==> config.mk <==
export PLATFORM = sky130hd
export DESIGN_NAME = shift_add_multiplier_16
export DESIGN_NICKNAME = d
export VERILOG_FILES = /design/src/rtl/mult_pkg.sv /design/src/rtl/CLA_16bit_ripple.sv /design/src/rtl/shift_add_multiplier_16.sv
export SDC_FILE = /design/constraint.sdc
export NUM_CORES = 1
export LEC_CHECK = 0
export ABC_AREA = 1
export CORE_ASPECT_RATIO = 0.8
export CORE_MARGIN = 3
export CORE_UTILIZATION = 30
export CTS_BUF_LIST = sky130_fd_sc_hd__clkbuf_8
export CTS_CLUSTER_SIZE = 20
export DETAILED_ROUTE_END_ITERATION = 8
export GPL_TIMING_DRIVEN = 0
export PLACE_DENSITY = 0.57
export SYNTH_ARGS = -nofsm -noshare
export SYNTH_HDL_FRONTEND = slang
export SYNTH_SLANG_ARGS = --single-unit
==> constraint.sdc <==
create_clock -name clk -period 6.6 [get_ports clk]
set_clock_uncertainty 0.05 [all_clocks]
set_input_delay 0.99 -clock clk [delete_from_list [all_inputs] [get_ports clk]]
set_output_delay 0.99 -clock clk [all_outputs]
set_load 0.1 [all_outputs]
==> src/rtl/mult_pkg.sv <==
// Shared constants and state encoding for the shift-and-add multiplier.
package mult_pkg;

    localparam int unsigned WIDTH  = 16;
    localparam int unsigned CNT_W  = 5;
    localparam int unsigned PROD_W = 2 * WIDTH;

    // Counter value seen on the final (16th) iteration edge
    localparam logic [CNT_W-1:0] ITER_LAST = CNT_W'(WIDTH - 1);

    typedef enum logic [1:0] {
        S_IDLE = 2'd0,
        S_RUN  = 2'd1,
        S_DONE = 2'd2
    } state_e;

endpackage

==> src/rtl/CLA_16bit_ripple.sv <==
// 16-bit adder built from four 4-bit carry-lookahead groups with rippled group carries.
module CLA_16bit_ripple (
    input  logic [15:0] A,
    input  logic [15:0] B,
    input  logic        cin,
    output logic [15:0] sum,
    output logic        cout
);

    logic [15:0] p;
    logic [15:0] g;
    logic [16:0] c;

    assign p = A ^ B;
    assign g = A & B;

    // Lookahead carries inside each group; group carry-out feeds the next group
    always_comb begin
        c    = '0;
        c[0] = cin;
        for (int k = 0; k < 4; k++) begin
            c[4*k+1] = g[4*k]
                     | (p[4*k] & c[4*k]);
            c[4*k+2] = g[4*k+1]
                     | (p[4*k+1] & g[4*k])
                     | (p[4*k+1] & p[4*k] & c[4*k]);
            c[4*k+3] = g[4*k+2]
                     | (p[4*k+2] & g[4*k+1])
                     | (p[4*k+2] & p[4*k+1] & g[4*k])
                     | (p[4*k+2] & p[4*k+1] & p[4*k] & c[4*k]);
            c[4*k+4] = g[4*k+3]
                     | (p[4*k+3] & g[4*k+2])
                     | (p[4*k+3] & p[4*k+2] & g[4*k+1])
                     | (p[4*k+3] & p[4*k+2] & p[4*k+1] & g[4*k])
                     | (p[4*k+3] & p[4*k+2] & p[4*k+1] & p[4*k] & c[4*k]);
        end
    end

    assign sum  = p ^ c[15:0];
    assign cout = c[16];

endmodule

==> src/rtl/shift_add_multiplier_16.sv <==
// Sequential unsigned 16x16->32 multiplier: one CLA partial-product add and right shift per cycle.
module shift_add_multiplier_16
    import mult_pkg::*;
(
    input  logic              clk,
    input  logic              rst_n,
    input  logic              start,
    input  logic [WIDTH-1:0]  a,
    input  logic [WIDTH-1:0]  b,
    output logic              busy,
    output logic              done,
    output logic [PROD_W-1:0] product
);

    state_e              state_q, state_d;
    logic [WIDTH-1:0]    mcand_q, mcand_d;
    // High accumulator half is {cy_q, acc_hi_q}: the captured carry is its MSB
    logic                cy_q, cy_d;
    logic [WIDTH-2:0]    acc_hi_q, acc_hi_d;
    logic [WIDTH-1:0]    acc_lo_q, acc_lo_d;
    logic [CNT_W-1:0]    cnt_q, cnt_d;
    logic [PROD_W-1:0]   product_q, product_d;
    logic                busy_q, busy_d;
    logic                done_q, done_d;

    logic [WIDTH-1:0]    cla_a_c;
    logic [WIDTH-1:0]    addend_c;
    logic [WIDTH-1:0]    sum_c;
    logic                cout_c;

    // Partial product selected by the current multiplier LSB
    assign cla_a_c  = {cy_q, acc_hi_q};
    assign addend_c = acc_lo_q[0] ? mcand_q : '0;

    CLA_16bit_ripple u_cla (
        .A    (cla_a_c),
        .B    (addend_c),
        .cin  (1'b0),
        .sum  (sum_c),
        .cout (cout_c)
    );

    // Next-state, datapath update and registered output decode
    always_comb begin
        state_d   = state_q;
        mcand_d   = mcand_q;
        cy_d      = cy_q;
        acc_hi_d  = acc_hi_q;
        acc_lo_d  = acc_lo_q;
        cnt_d     = cnt_q;
        product_d = product_q;

        case (state_q)
            S_IDLE: begin
                if (start) begin
                    mcand_d  = a;
                    cy_d     = 1'b0;
                    acc_hi_d = '0;
                    acc_lo_d = b;
                    cnt_d    = '0;
                    state_d  = S_RUN;
                end
            end
            S_RUN: begin
                // {cout, sum, acc_lo} shifted right by one
                cy_d     = cout_c;
                acc_hi_d = sum_c[WIDTH-1:1];
                acc_lo_d = {sum_c[0], acc_lo_q[WIDTH-1:1]};
                cnt_d    = cnt_q + CNT_W'(1);
                if (cnt_q == ITER_LAST) begin
                    product_d = {cout_c, sum_c, acc_lo_q[WIDTH-1:1]};
                    state_d   = S_DONE;
                end
            end
            S_DONE: begin
                state_d = S_IDLE;
            end
            default: begin
                state_d = S_IDLE;
            end
        endcase

        busy_d = (state_d != S_IDLE);
        done_d = (state_d == S_DONE);
    end

    // State and datapath registers with synchronous active-low reset
    always_ff @(posedge clk) begin
        if (!rst_n) begin
            state_q   <= S_IDLE;
            mcand_q   <= '0;
            cy_q      <= 1'b0;
            acc_hi_q  <= '0;
            acc_lo_q  <= '0;
            cnt_q     <= '0;
            product_q <= '0;
            busy_q    <= 1'b0;
            done_q    <= 1'b0;
        end else begin
            state_q   <= state_d;
            mcand_q   <= mcand_d;
            cy_q      <= cy_d;
            acc_hi_q  <= acc_hi_d;
            acc_lo_q  <= acc_lo_d;
            cnt_q     <= cnt_d;
            product_q <= product_d;
            busy_q    <= busy_d;
            done_q    <= done_d;
        end
    end

    assign busy    = busy_q;
    assign done    = done_q;
    assign product = product_q;

endmodule

## After elaboration in Yosys (flattened, before gate mapping)

Index checks and enable logic that the tools add are counted.

| cells by class | value |
|---|---|
| add/subtract/negate cells | 1 |
| eq/ne operators | 4 |
| mux-type cells | 12 |
| bitwise logic cells | 96 |
| reduce and logical (&&, ||, !) cells | 6 |

Operators by type and width:

| kind | count |
|---|---|
| $and A1 B1 Y1 | 57 |
| $or A1 B1 Y1 | 36 |
| $mux W16 | 2 |
| $pmux W16 S2 | 1 |
| $xor A16 B16 Y16 | 2 |
| $pmux W15 S2 | 1 |
| $and A16 B16 Y16 | 1 |
| $mux W15 | 1 |
| $pmux W5 S2 | 1 |
| $reduce_and A2 Y1 | 3 |
| $add A5 B1 Y5 const B | 1 |
| $eq A5 B4 Y1 const B | 1 |
| $mux W5 | 1 |
| $mux W2 | 2 |
| $pmux W2 S2 | 1 |
| $reduce_bool A2 Y1 | 2 |
| $eq A2 B1 Y1 const B | 1 |
| $eq A2 B2 Y1 const B | 1 |
| $logic_not A2 Y1 | 1 |
| $ne A2 B2 Y1 const B | 1 |
| $pmux W1 S2 | 1 |
| $mux W1 | 1 |

| storage, ports and cells | value |
|---|---|
| flip-flop bits (word level) | 89 |
| input port bits | 35 |
| output and inout port bits | 34 |
| word-level logic and storage cells | 128 |

## Longest topological paths before layout

| depth | value |
|---|---|
| depth after elaboration | 14 |
| gate-level depth with buffers | 19 |

## Modules after synthesis

From an unflattened synthesis, not the netlist that was laid out.

| unflattened totals | value |
|---|---|
| cells, all modules | 594 |
| area total of the unflattened synthesis | 4231.6 um^2 |

Modules (own cells, without submodules):

| module | instances | cells each | area each (um^2) |
|---|---|---|---|
| shift_add_multiplier_16 | 1 | 491 | 3488.3 |
| CLA_16bit_ripple | 1 | 103 | 743.2 |

## Worst setup path after synthesis

Ideal clock, no wire load.

| path | value |
|---|---|
| path type | register to register |
| start | register acc_lo_q[0] |
| end | register acc_hi_q[7] |
| setup time | 0.070 ns |
| arrival time | 2.430 ns |
| required time | 6.480 ns |
| slack | 4.049 ns |
| stages on the path, launching flop included | 14 |
| clock period less this slack | 2.551 ns |
| cells stage by stage | dfxtp_1 -> clkbuf_1 -> clkbuf_1 -> nand2_1 -> inv_1 -> ha_1 -> a21oi_1 -> nand2_1 -> nor2_2 -> nand2_4 -> inv_1 -> fa_1 -> or2_2 -> a21oi_1 |

| between the ends | value |
|---|---|
| cells in the longest elaborated chain, start to end | 10 |
| elaborated cells on any way between the ends | 24 |

Ends and longest elaborated chain:

| item | line | text |
|---|---|---|
| start: declaration | shift_add_multiplier_16.sv:20 | `logic [WIDTH-1:0] acc_lo_q, acc_lo_d;` |
| start signal: assignment | shift_add_multiplier_16.sv:104 | `acc_lo_q <= acc_lo_d;` |
| $mux W16 (*) | shift_add_multiplier_16.sv:33 | `assign addend_c = acc_lo_q[0] ? mcand_q : '0;` |
| $xor A16 B16 Y16 or $and A16 B16 Y16 (tied branches) | CLA_16bit_ripple.sv:14, CLA_16bit_ripple.sv:15 |  |
| $and A1 B1 Y1, on equally long branches | CLA_16bit_ripple.sv:32, CLA_16bit_ripple.sv:33, CLA_16bit_ripple.sv:34 |  |
| $or A1 B1 Y1, or another cell as far along | CLA_16bit_ripple.sv:32 | `\| (p[4*k+3] & g[4*k+2])` |
| $or A1 B1 Y1 or $and A1 B1 Y1 (tied branches) | CLA_16bit_ripple.sv:33, CLA_16bit_ripple.sv:34 |  |
| $or A1 B1 Y1 | CLA_16bit_ripple.sv:34 | `\| (p[4*k+3] & p[4*k+2] & p[4*k+1] & g[4*k])` |
| $and A1 B1 Y1 | CLA_16bit_ripple.sv:35 | `\| (p[4*k+3] & p[4*k+2] & p[4*k+1] & p[4*k] & c[4*k]);` |
| $or A1 B1 Y1 | CLA_16bit_ripple.sv:35 |  |
| $xor A16 B16 Y16 (*) | CLA_16bit_ripple.sv:39 | `assign sum = p ^ c[15:0];` |
| $pmux W15 S2 (*) | shift_add_multiplier_16.sv:53 | `case (state_q)` |
| end signal: assignment | shift_add_multiplier_16.sv:103 | `acc_hi_q <= acc_hi_d;` |
| end: declaration | shift_add_multiplier_16.sv:19 | `logic [WIDTH-2:0] acc_hi_q, acc_hi_d;` |

Every way passes the cells marked *; elsewhere a longest branch is shown, timed or not.
A chain may end at the register's enable or synchronous reset.

## Worst setup path after layout

| path | value |
|---|---|
| start | register acc_lo_q[0] |
| end | register product_q[28], in the netlist product[28] |

| between the ends | value |
|---|---|
| cells in the longest elaborated chain, start to end | 13 |
| elaborated cells on any way between the ends | 36 |

Ends and longest elaborated chain:

| item | line | text |
|---|---|---|
| $mux W16 (*) | shift_add_multiplier_16.sv:33 |  |
| $xor A16 B16 Y16 or $and A16 B16 Y16 (tied branches) | CLA_16bit_ripple.sv:14, CLA_16bit_ripple.sv:15 |  |
| $and A1 B1 Y1, on equally long branches | CLA_16bit_ripple.sv:32, CLA_16bit_ripple.sv:33, CLA_16bit_ripple.sv:34 |  |
| $or A1 B1 Y1, or another cell as far along | CLA_16bit_ripple.sv:32 |  |
| $or A1 B1 Y1 or $and A1 B1 Y1 (tied branches) | CLA_16bit_ripple.sv:33, CLA_16bit_ripple.sv:34 |  |
| $or A1 B1 Y1 | CLA_16bit_ripple.sv:34 |  |
| $and A1 B1 Y1 | CLA_16bit_ripple.sv:35 |  |
| $or A1 B1 Y1 | CLA_16bit_ripple.sv:35 |  |
| $and A1 B1 Y1 | CLA_16bit_ripple.sv:35 |  |
| $or A1 B1 Y1 | CLA_16bit_ripple.sv:35 |  |
| $and A1 B1 Y1 | CLA_16bit_ripple.sv:23 | `\| (p[4*k] & c[4*k]);` |
| $or A1 B1 Y1 | CLA_16bit_ripple.sv:23 |  |
| $xor A16 B16 Y16 (*) | CLA_16bit_ripple.sv:39 |  |
| end signal: assignment | shift_add_multiplier_16.sv:106 | `product_q <= product_d;` |
| end: declaration | shift_add_multiplier_16.sv:22 | `logic [PROD_W-1:0] product_q, product_d;` |

Marked as above.

==> impl_metrics.json <==
{
  "status": "complete, no violations",
  "cts_buffer_depth": 2,
  "grt_use_total_pct": 16.10,
  "overflow": 0,
  "totalWireLength_mm": 11.89,
  "wl_per_cell_um": 14.47,
  "multiInputGateArea_um2": 1987,
  "synth_seq_area_share_pct": 42.98,
  "leakage_nw": 2.358,
  "p_int_mw": 0.7727,
  "worstSetupPathType": "reg2reg",
  "syn_area_um2": 4145,
  "fmax_mhz": 324.9,
  "worstPathCellList": "clkbuf_1 -> clkbuf_1 -> nand2_1 -> inv_1 -> ha_1 -> nand2_1 -> inv_1 -> nand2_1 -> nand2_1 -> a31oi_1 -> nand2_4 -> fa_1 -> xor2_1 -> nand2_1 -> a21oi_1",
  "ir_drop_mv": 0.08711,
  "boundaryPins": 69,
  "setup_tns_ns": 0,
  "insertion_delay_ns": 0.37,
  "yosys.cell_types.count": 36,
  "vias": 3851,
  "cp-start-kind": "flip-flop",
  "power_mw": 1.057,
  "slowest_stage": "clkbuf_1",
  "cts_buffers": 9,
  "cts_root_buf": "clkbuf_8",
  "drive_gt1_share_pct": 6.646,
  "clkPwrFrac_pct": 35.2,
  "viasPerCell": 4.685,
  "ys_seq_elements": 89,
  "synth_area_leader_cell": "dfxtp_1",
  "switching_power_mw": 0.2842,
  "port_buffers": 68,
  "finalCriticalPeriod_ns": 3.078,
  "syn_to_final_growth_pct": 26.20,
  "coreArea_um2": 13190,
  "worst_hold_path_type": "reg2reg",
  "first_pass_iters": 4,
  "crit_top_cell": "nand2_1",
  "finalNonFillerCells": 822,
  "slew_headroom_pct": 34.96,
  "critPathTopFamily": "buffers and inverters",
  "die_area_um2": 15270,
  "fin_crit_sh_pct": 46.63,
  "drv_cap": 0,
  "syn_inst": 563,
  "cellPowerDensity_nw_per_um2": 202.0,
  "synth_top_area_share_pct": 42.98,
  "cts_setup_buffers": 0,
  "syn_area_per_cell_um2": 7.363,
  "start_util_pct": 31.42,
  "rsz0062_at_grt": "false",
  "cp.arrival_ns": 3.32,
  "fill_cells": 1402,
  "die_w_um": 137.4,
  "endpoint_kind": "flip-flop",
  "slew_violations": 0,
  "antenna_cells_inserted": 0,
  "cp.required_ns": 6.84,
  "path_max_fanout": 10,
  "worst-path-buf-inv": 4,
  "fp-row-count": 37,
  "htree_levels": 3,
  "seqPwrFrac_pct": 53.4,
  "cts_hold_buf": 0,
  "cts.repair.resized": 0,
  "cts_sinks": 89,
  "numPlacedInstances": 806,
  "place.gp.congestion": 0.8714,
  "grt_pass1_wl_mm": 19.20,
  "tightest_slew_ns": 0.9726,
  "antenna_found_initial": 0,
  "setup_violations": 0,
  "register_area_um2": 1782,
  "grt_pass1_vias": 3876,
  "hpwl_mm": 8.657,
  "die_y_um": 111.1,
  "syn_nets": 620,
  "synth_area_leaders": "dfxtp_1 43%, nand2_1 12%, nor2_1 6.7%, inv_1 5.7%, ha_1 5.4%",
  "cts_tree": "yes",
  "switching_share_pct": 26.89,
  "nets": 699,
  "drtIter0Drc": 193,
  "synth_warnings": 0,
  "drc": 0,
  "grt_max_degree": 15,
  "hold_violations": 0,
  "critical_path.max_stage_delay_ns": 0.43,
  "comb_power_share_pct": 11.3,
  "path_clk_slew_ns": 0.09,
  "drtAntennaViolNets": 0
}
-- synthesized netlist by cell type, drive strengths merged --
cell type / count
xor2: 2
nand3b: 3
inv: 66
or2: 5
clkinv: 1
buf: 14
fa: 4
a211oi: 3
a21oi: 39
nor3: 2
o21ai: 41
nand3: 18
ha: 18
clkbuf: 14
a21o: 2
nand4: 5
xnor2: 3
o211ai: 5
dfxtp: 89
o221ai: 6
nor2: 76
nor3b: 1
nand2: 137
a221oi: 2
a31oi: 7
-- routing by layer --
| metal | global-route usage (%) | vias up | share of wire, % |
|---|---|---|---|
| li1 | - | 1957 | - |
| met1 | 21.71 | 1772 | 46 |
| met2 | 25.49 | 101 | 46 |
| met3 | 3.584 | 21 | 6.4 |
| met4 | 5.053 | 0 | 1.5 |
| met5 | 0 | - | 0 |
-- cells in the final DEF, fill, tap and decap left out, types with 10 or more instances in the layout --
cell,n
dfxtp_1,89
buf_2,10
a21oi_1,39
nor2_1,74
nand2_1,130
o21ai_0,39
inv_1,64
nand3_1,17
clkdlybuf4s50_1,68
ha_1,18
clkbuf_1,14
-- worst register-to-register path, stage by stage, from the launching register on --
cell	delay, ns
dfxtp_1	0.31
clkbuf_1	0.33
clkbuf_1	0.43
nand2_1	0.10
inv_1	0.09
ha_1	0.26
nand2_1	0.12
inv_1	0.06
nand2_1	0.05
nand2_1	0.04
a31oi_1	0.23
nand2_4	0.11
fa_1	0.38
xor2_1	0.22
nand2_1	0.08
a21oi_1	0.14
-- logic make-up (layout without fill, tap and decap cells) --
family,count (synthesis),after routing,synth area share [%]
flops,89,89,42.98
fa+ha+maj,22,22,7.365
buf+inv,95,179,9.085
simple gates,247,247,25.29
compound gates,105,105,14.22
xor+xnor,5,5,1.057
-- cell type report --
type | count | share of cell area, %
Multi-Input combinational cell | 379 | 37.98
Sequential cell | 89 | 34.06
Timing Repair Buffer | 68 | 13.01
Inverter | 67 | 4.807
Tap cell | 175 | 4.186
Buffer | 28 | 2.392
Clock buffer | 9 | 2.368
Clock inverter | 7 | 1.196
-- power groups by stage --
stage,registers (mW),logic [mW],clock network [mW]
2_1_floorplan,0.578,0.0669,0
3_3_place_gp,0.577,0.119,0
3_5_place_dp,0.577,0.120,0
4_1_cts,0.565,0.120,0.382
5_1_grt,0.567,0.134,0.405
6_report,0.565,0.120,0.373
-- sequential cells by signal (all words and copies together), names as in the netlist --
| name | flops |
|---|---|
| acc_lo_q | 16 |
| product | 32 |
| acc_hi_q | 15 |
| cnt_q | 5 |
| busy | 1 |
| done | 1 |
| mcand_q | 16 |
| cy_q | 1 |
| state_q | 2 |
-- worst paths after layout --
| path | start | end | slack [ns] | cells past startpoint |
|---|---|---|---|---|
| worst min register to register | cnt_q[4]$_SDFFE_PN0P_ | cnt_q[4]$_SDFFE_PN0P_ | 0.42 | 2 |
| worst max-delay path | acc_lo_q[0]$_SDFFE_PN0P_ | product[28]$_SDFFE_PN0P_ | 3.52 | 15 |
| worst min-delay path | cnt_q[4]$_SDFFE_PN0P_ | cnt_q[4]$_SDFFE_PN0P_ | 0.42 | 2 |
| worst max register to register | acc_lo_q[0]$_SDFFE_PN0P_ | product[28]$_SDFFE_PN0P_ | 3.52 | 15 |
-- per-stage QoR --
| stage | utilization [%] | worst slack, ns | hold slack (ns) | instance area [um^2] |
|---|---|---|---|---|
| after detailed placement | 38.24 | 3.519 | 0.4038 | 5045 |
| after floorplan | - | 4.049 | 0.3900 | 4145 |
| after global routing | 39.65 | 3.214 | 0.4388 | 5231 |
| after global placement | 38.24 | 3.557 | 0.3989 | 5045 |
| final | 39.65 | 3.522 | 0.4152 | 5231 |
| after CTS | 39.65 | 3.472 | 0.4174 | 5231 |
No activity file was read; power rests on OpenSTA's default activity.
